`src/rtl/mul32_seq_if.sv`:
```
// Bundles the mul32_seq request/result handshake and the external adder path.
// Purely structural: no timing of its own; all signals are sampled on the owner's clock.
// No backpressure: the requester holds start until busy is seen; the adder is combinational.
interface mul32_seq_if;
   logic        start;
   logic [31:0] a;
   logic [31:0] b;
   logic [31:0] add_a;
   logic [31:0] add_b;
   logic        add_c0;
   logic [32:0] add_s;
   logic        busy;
   logic        done;
   logic [63:0] product;

   // Multiplier side: consumes the request and adder sum, drives adder operands and results.
   modport slave (
      input  start,
      input  a,
      input  b,
      input  add_s,
      output add_a,
      output add_b,
      output add_c0,
      output busy,
      output done,
      output product
   );

   // Environment side: issues requests and closes the loop through the external adder.
   modport master (
      output start,
      output a,
      output b,
      output add_s,
      input  add_a,
      input  add_b,
      input  add_c0,
      input  busy,
      input  done,
      input  product
   );
endinterface

```
`src/rtl/mul32_seq.sv`:
```
// 32x32 unsigned shift-add multiplier driving an external 33-bit-sum adder.
// Latency: start at edge k, done pulse in the cycle after edge k+32; one result per 34 cycles.
// Backpressure: none; start is only sampled in IDLE and ignored while RUN or DONE.
module mul32_seq (
   input  logic        clk,
   input  logic        rst_n,
   mul32_seq_if.slave  bus
);

   typedef enum logic [1:0] {
      IDLE = 2'd0,
      RUN  = 2'd1,
      DONE = 2'd2
   } state_t;

   state_t      state_q, state_d;
   logic [31:0] m_q, m_d;       // multiplicand
   logic [31:0] q_q, q_d;       // multiplier, shifts right as low product bits enter at the top
   logic [31:0] p_q, p_d;       // partial-product high half
   logic [4:0]  cnt_q, cnt_d;   // step index 0..31
   logic [63:0] prod_q, prod_d; // last completed result

   // State and datapath registers, cleared asynchronously so a mid-run reset aborts at once.
   always_ff @(posedge clk or negedge rst_n) begin
      if (!rst_n) begin
         state_q <= IDLE;
         m_q     <= '0;
         q_q     <= '0;
         p_q     <= '0;
         cnt_q   <= '0;
         prod_q  <= '0;
      end else begin
         state_q <= state_d;
         m_q     <= m_d;
         q_q     <= q_d;
         p_q     <= p_d;
         cnt_q   <= cnt_d;
         prod_q  <= prod_d;
      end
   end

   // Next-state and datapath update; the adder's carry-out becomes P[31] after the shift.
   always_comb begin
      state_d = state_q;
      m_d     = m_q;
      q_d     = q_q;
      p_d     = p_q;
      cnt_d   = cnt_q;
      prod_d  = prod_q;
      case (state_q)
         IDLE: begin
            if (bus.start) begin
               state_d = RUN;
               m_d     = bus.a;
               q_d     = bus.b;
               p_d     = '0;
               cnt_d   = '0;
               prod_d  = '0;
            end
         end
         RUN: begin
            p_d   = bus.add_s[32:1];
            q_d   = {bus.add_s[0], q_q[31:1]};
            cnt_d = cnt_q + 5'd1;
            if (cnt_q == 5'd31) begin
               state_d = DONE;
               prod_d  = {bus.add_s[32:1], bus.add_s[0], q_q[31:1]};
            end
         end
         DONE: begin
            state_d = IDLE;
         end
         default: begin
            state_d = IDLE;
         end
      endcase
   end

   // Adder operands: B is gated to zero outside RUN so the adder stays quiet when idle.
   assign bus.add_a   = p_q;
   assign bus.add_b   = ((state_q == RUN) && q_q[0]) ? m_q : 32'd0;
   assign bus.add_c0  = 1'b0;

   assign bus.busy    = (state_q == RUN);
   assign bus.done    = (state_q == DONE);
   assign bus.product = prod_q;

endmodule

```
`src/flat_wrapper.sv`:
```
// flat-port wrapper written by rule: the top's interface ports become plain ports
module mul32_seq_flat 
  (clk, rst_n, bus_start, bus_a, bus_b, bus_add_s, bus_add_a, bus_add_b, bus_add_c0, bus_busy, bus_done, bus_product);
  mul32_seq_if bus_i ();
  input  logic clk;
  input  logic rst_n;
  input wire logic [$bits(bus_i.start)-1:0] bus_start;
  input wire logic [$bits(bus_i.a)-1:0] bus_a;
  input wire logic [$bits(bus_i.b)-1:0] bus_b;
  input wire logic [$bits(bus_i.add_s)-1:0] bus_add_s;
  output wire logic [$bits(bus_i.add_a)-1:0] bus_add_a;
  output wire logic [$bits(bus_i.add_b)-1:0] bus_add_b;
  output wire logic [$bits(bus_i.add_c0)-1:0] bus_add_c0;
  output wire logic [$bits(bus_i.busy)-1:0] bus_busy;
  output wire logic [$bits(bus_i.done)-1:0] bus_done;
  output wire logic [$bits(bus_i.product)-1:0] bus_product;
  assign bus_i.start = bus_start;
  assign bus_i.a = bus_a;
  assign bus_i.b = bus_b;
  assign bus_i.add_s = bus_add_s;
  assign bus_add_a = bus_i.add_a;
  assign bus_add_b = bus_i.add_b;
  assign bus_add_c0 = bus_i.add_c0;
  assign bus_busy = bus_i.busy;
  assign bus_done = bus_i.done;
  assign bus_product = bus_i.product;
  mul32_seq u_core (.clk(clk), .rst_n(rst_n), .bus(bus_i));
endmodule
```
`config.mk`:
```
export PLATFORM = sky130hd
export DESIGN_NAME = mul32_seq_flat
export DESIGN_NICKNAME = d
export VERILOG_FILES = /design/src/rtl/mul32_seq_if.sv /design/src/rtl/mul32_seq.sv /design/src/flat_wrapper.sv
export SDC_FILE = /design/constraint.sdc
export NUM_CORES = 1
export LEC_CHECK = 0
export ABC_AREA = 1
export CAP_MARGIN = 40
export CELL_PAD_IN_SITES_DETAIL_PLACEMENT = 1
export CELL_PAD_IN_SITES_GLOBAL_PLACEMENT = 2
export CORE_MARGIN = 1.5
export CORE_UTILIZATION = 39
export CTS_CLUSTER_SIZE = 28
export DETAILED_ROUTE_END_ITERATION = 12
export DONT_BUFFER_PORTS = 1
export PLACE_DENSITY_LB_ADDON = 0.25
export SYNTH_ARGS = -nofsm -noshare
export SYNTH_HDL_FRONTEND = slang
export SYNTH_SLANG_ARGS = --single-unit
export TNS_END_PERCENT = 30
```
`constraint.sdc`:
```
create_clock -name clk -period 2.48 [get_ports clk]
set_input_delay 0.496 -clock clk [delete_from_list [all_inputs] [get_ports clk]]
set_output_delay 0.496 -clock clk [all_outputs]
set_load 0.02 [all_outputs]
```
Yosys cells after proc, flatten, opt, wreduce, memory -nomap -nowiden --
Cells that the tools add are included.
Storage, ports and cells: bits of input ports 100, bits in registers 167, word-level logic and storage cells 32, output and inout bits 131
Operators by class: reduce and logical (&&, ||, !) cells 7, add/subtract/negate cells 1, eq/ne operators 5, muxes and demuxes 13
Operators with widths (count):
- $mux 64 | 2
- $pmux 32 s2 | 2
- $pmux 64 s2 | 1
- $mux 32 | 3
- $pmux 5 s2 | 1
- $reduce_and 2->1 | 3
- $add 5x1->5 const B | 1
- $eq 5x5->1 const B | 1
- $mux 5 | 1
- $mux 2 | 2
- $pmux 2 s2 | 1
- $reduce_and 3->1 | 1
- $eq 2x1->1 const B | 1
- $eq 2x2->1 const B | 1
- $logic_not 2->1 | 1
- $ne 2x1->1 const B | 1
- $ne 2x2->1 const B | 1
- $reduce_bool 2->1 | 1
- $logic_and 1x1->1 | 1

Depth between registers and ports, before layout --
depth after elaboration 3, depth in mapped cells 10, depth with buffers taken out 9

Worst setup path after synthesis --
Ideal clock, no wire load.
kind register to output, from register u_core.state_q[1], to output port bus_add_b[0], data arrival time 1199 ps, setup slack 785 ps, path buffers 1, required time 1984 ps, cell stages (with the launch flop) 7, cell sequence dfrtp_1 > inv_4 > nand2_8 > inv_4 > nand2_1 > buf_2 > nor2_1
Between the ends: longest elaborated chain between the ends 3
RTL lines:
- start, declared | RTL line mul32_seq.sv:16 | state_t state_q, state_d;
- start signal, assigned | RTL line mul32_seq.sv:33 | state_q <= state_d;
- $eq 2x1->1 | RTL line mul32_seq.sv:81 | assign bus.add_b = ((state_q == RUN) && q_q[0]) ? m_q : 32'd0;
- $logic_and 1x1->1 | RTL line mul32_seq.sv:81
- $mux 32 | RTL line mul32_seq.sv:81
- end, declared | RTL line flat_wrapper.sv:12 | output wire logic [$bits(bus_i.add_b)-1:0] bus_add_b;
No other way between the ends.

Worst setup path after layout --
from register u_core.state_q[1], to output port bus_add_b[3]
Between the ends: longest elaborated chain between the ends 3
RTL lines:
- $eq 2x1->1
- net bus_busy | RTL line flat_wrapper.sv:14 | output wire logic [$bits(bus_i.busy)-1:0] bus_busy;
- $logic_and 1x1->1 | RTL line mul32_seq.sv:81
- $mux 32 | RTL line mul32_seq.sv:81
The timed path passes the listed nets, and every way through them passes these cells.

==> impl_metrics.env <==
export IMPL_cts_buffers=17
export IMPL_yosysWarnings=0
export IMPL_syn_area_sq_mm=0.00716
export IMPL_syn_nets=903
export IMPL_place_gp_congestion=0.783
export IMPL_die_w_um=138
export IMPL_min_period_over_period=0.939
export IMPL_diodes=0
export IMPL_synth_common_cells="nand2_1 (342), dfrtp_1 (167), nand3_1 (102)"
export IMPL_fmax_mhz=430
export IMPL_wl_per_cell_um=17.8
export IMPL_powerDensity_mw_per_mm2=1270
export IMPL_synth_seq_cells=167
export IMPL_cap_violations=0
export IMPL_startpoint="u_core.state_q[1]"
export IMPL_ir_worst_vdd_v=0.000513
export IMPL_r2r_setup_slack_ns=0.41
export IMPL_antenna_found_initial=0
export IMPL_crit_arrival_ns=1.83
export IMPL_drive_above_1_share=0.162
export IMPL_fp_dieH_um=138
export IMPL_clock_sinks=167
export IMPL_die_area_sq_mm=0.0192
export IMPL_synth_edf_count=0
export IMPL_grt_pass1_wl_um=31200
export IMPL_timing_rr_start="u_core.cnt_q[0]"
export IMPL_power_mw=10.3
export IMPL_grt_pass1_vias=5783
export IMPL_outcome="complete, but fails checks"
export IMPL_path_clk_slew_ns=0.07
export IMPL_syn_to_final_growth_pct=13.3
export IMPL_hold_viol=167
export IMPL_worst_pin_slew_ns=0.697
export IMPL_drt_iter0_drc=185
export IMPL_cts_buffer_depth=2
export IMPL_cts_setup_buffers=0
export IMPL_grt_max_degree=168
export IMPL_holdCritPathClass="input pin to asynchronous set/reset pin"
export IMPL_seqPwrFrac=0.450
export IMPL_async_flop_share=1.00
export IMPL_ant_nets=0
export IMPL_placementRows=49
export IMPL_hold_slack_ns=-0.230
export IMPL_num_io_pins=231
export IMPL_timing_rr_end="u_core.bus.product[18]"
export IMPL_netlist_instances=801
export IMPL_violations="hold timing"
export IMPL_min_period_ns=2.33
export IMPL_yosys_top_cells_area="dfrtp_1 (58%), nand2_1 (18%), nand3_1 (7.1%)"
export IMPL_p_leak_nw=4.21
export IMPL_h_tree_depth=4
export IMPL_rsz0062_at_grt="no"
export IMPL_cp_required_ns=1.98
export IMPL_synth_top_area_cell="dfrtp_1"
export IMPL_synth_top_cell_area_share=0.584
export IMPL_setup_tns_final_ns=0
export IMPL_yosysMostFrequentCell="nand2_1"
export IMPL_skew_ns=0.00613
export IMPL_path_class="flip-flop to output port"
export IMPL_slew_headroom=0.535
export IMPL_cp_max_fo=32
export IMPL_dp_hpwl_um=12600
export IMPL_clock_root_buffer="clkbuf_16"
export IMPL_clockPowerShare=0.270
export IMPL_vias=5352
export IMPL_core_area_sq_mm=0.0180
export IMPL_io_buffers=0
export IMPL_worst_setup_path_start_kind="flip-flop"
export IMPL_wirelength_um=18800
export IMPL_drv_slew=0
export IMPL_dr_pass1_iters=4
export IMPL_combPwrFrac=0.280
export IMPL_power_internal_mw=6.28
export IMPL_gr_total_overflow=0
export IMPL_synth_seq_area_share=0.584
export IMPL_route_detailed_drc=0
export IMPL_p_sw_frac=0.390
export IMPL_rr_worst_depth=10
export IMPL_track_usage=0.204
export IMPL_avgSynthCellArea_sq_um=8.94
export IMPL_insertion_delay_ns=0.42
export IMPL_setup_violations=0
export IMPL_vias_per_cell=5.05
export IMPL_synth_cell_types=22
export IMPL_synth_flop_cell="dfrtp_1"
export IMPL_cts_tree="built"
export IMPL_nets=920
export IMPL_netSwitchingPower_mw=4.02
export IMPL_start_util=0.399
export IMPL_end_kind="output port"
flip-flops by register name, summed over array words and instances, names as in the netlist:
name	cells
u_core.bus.product	64
u_core.m_q	32
u_core.bus.add_a	32
u_core.state_q	2
u_core.q_q	32
u_core.cnt_q	5
power by group through the flow:
stage	clock (mW)	combinational (mW)	sequential, mW
after global routing	2.96	3.27	4.75
after floorplan	0	2.26	4.45
after global placement	0	2.78	4.65
final	2.78	2.88	4.64
after detailed placement	0	2.92	4.68
after CTS	2.84	2.94	4.65
cells in the final DEF, fill, tap and decap left out, types with 4 or more instances in the layout:
master	n
clkbuf_16	17
dfrtp_1	166
clkinvlp_4	6
buf_4	41
nand3_1	102
o21ai_0	4
o21ai_2	28
inv_1	35
nand2_2	21
nand2_1	342
nor2_1	39
repair_timing:
| action | CTS | global route |
|---|---|---|
| gates resized for setup | 2 | 3 |
| endpoints found under the hold margin | 167 | 167 |
| endpoints found under the setup margin | 20 | 26 |
| pin swaps | 1 | 0 |
| cloned | 1 | 0 |
worst max-delay path, stage by stage (launching register included):
cell      delay [ns]
dfrtp_1         0.40
clkinv_4        0.13
nand2_8         0.21
inv_8           0.08
nand2_1         0.08
buf_6           0.23
nor2_1          0.09
buf_4           0.17
how the worst max path moves through the flow:
stage / end / slack, ns / cells past startpoint
floorplan: bus_add_b[0] / 0.79 / 6
finish: bus_add_b[3] / 0.15 / 7
global placement: u_core.bus.product[17] / 0.46 / 10
global route: bus_add_b[30] / 0.02 / 7
detailed placement: u_core.bus.product[18] / 0.40 / 10
CTS: bus_add_b[3] / 0.02 / 7
cells by family (layout without fill, tap and decap cells):
logic type / Yosys count / count (layout) / share of synthesized area
fa+ha+maj: 2 / 2 / 0.00349
compound gates: 35 / 35 / 0.0391
buf+inv: 85 / 114 / 0.0703
simple gates: 511 / 512 / 0.303
flops: 167 / 167 / 0.584
other cells: 1 / 1 / 0.000524
cell type report:
type                    count  area [sq um]
clock buffers              19           453
clock inverters            13           170
fillers                  2111          9850
inverters                  37           151
multi-input cells         550          2490
flip-flops and latches    167          4180
well taps                 229           287
repair buffers             45           379
metal layers:
metal	track usage	wire, um	up-vias
met4	0.0510	221	0
met3	0.0734	1460	17
met2	0.339	9330	152
met1	0.253	7820	2658
met5	0	0	-
li1	-	-	2525
per-stage QoR:
step / cells / instance area, sq um / hold slack, ns / utilization / worst slack (ns)
after global placement: 1027 / 7460 / 0.205 / 0.415 / 0.463
final: 1060 / 8110 / -0.230 / 0.451 / 0.152
after global routing: 1060 / 8110 / -0.257 / 0.451 / 0.0217
after floorplan: 801 / 7160 / 0.200 / - / 0.785
after detailed placement: 1027 / 7460 / 0.206 / 0.415 / 0.397
after CTS: 1060 / 8100 / -0.247 / 0.451 / 0.0193
(Power assumes the default switching activity.)
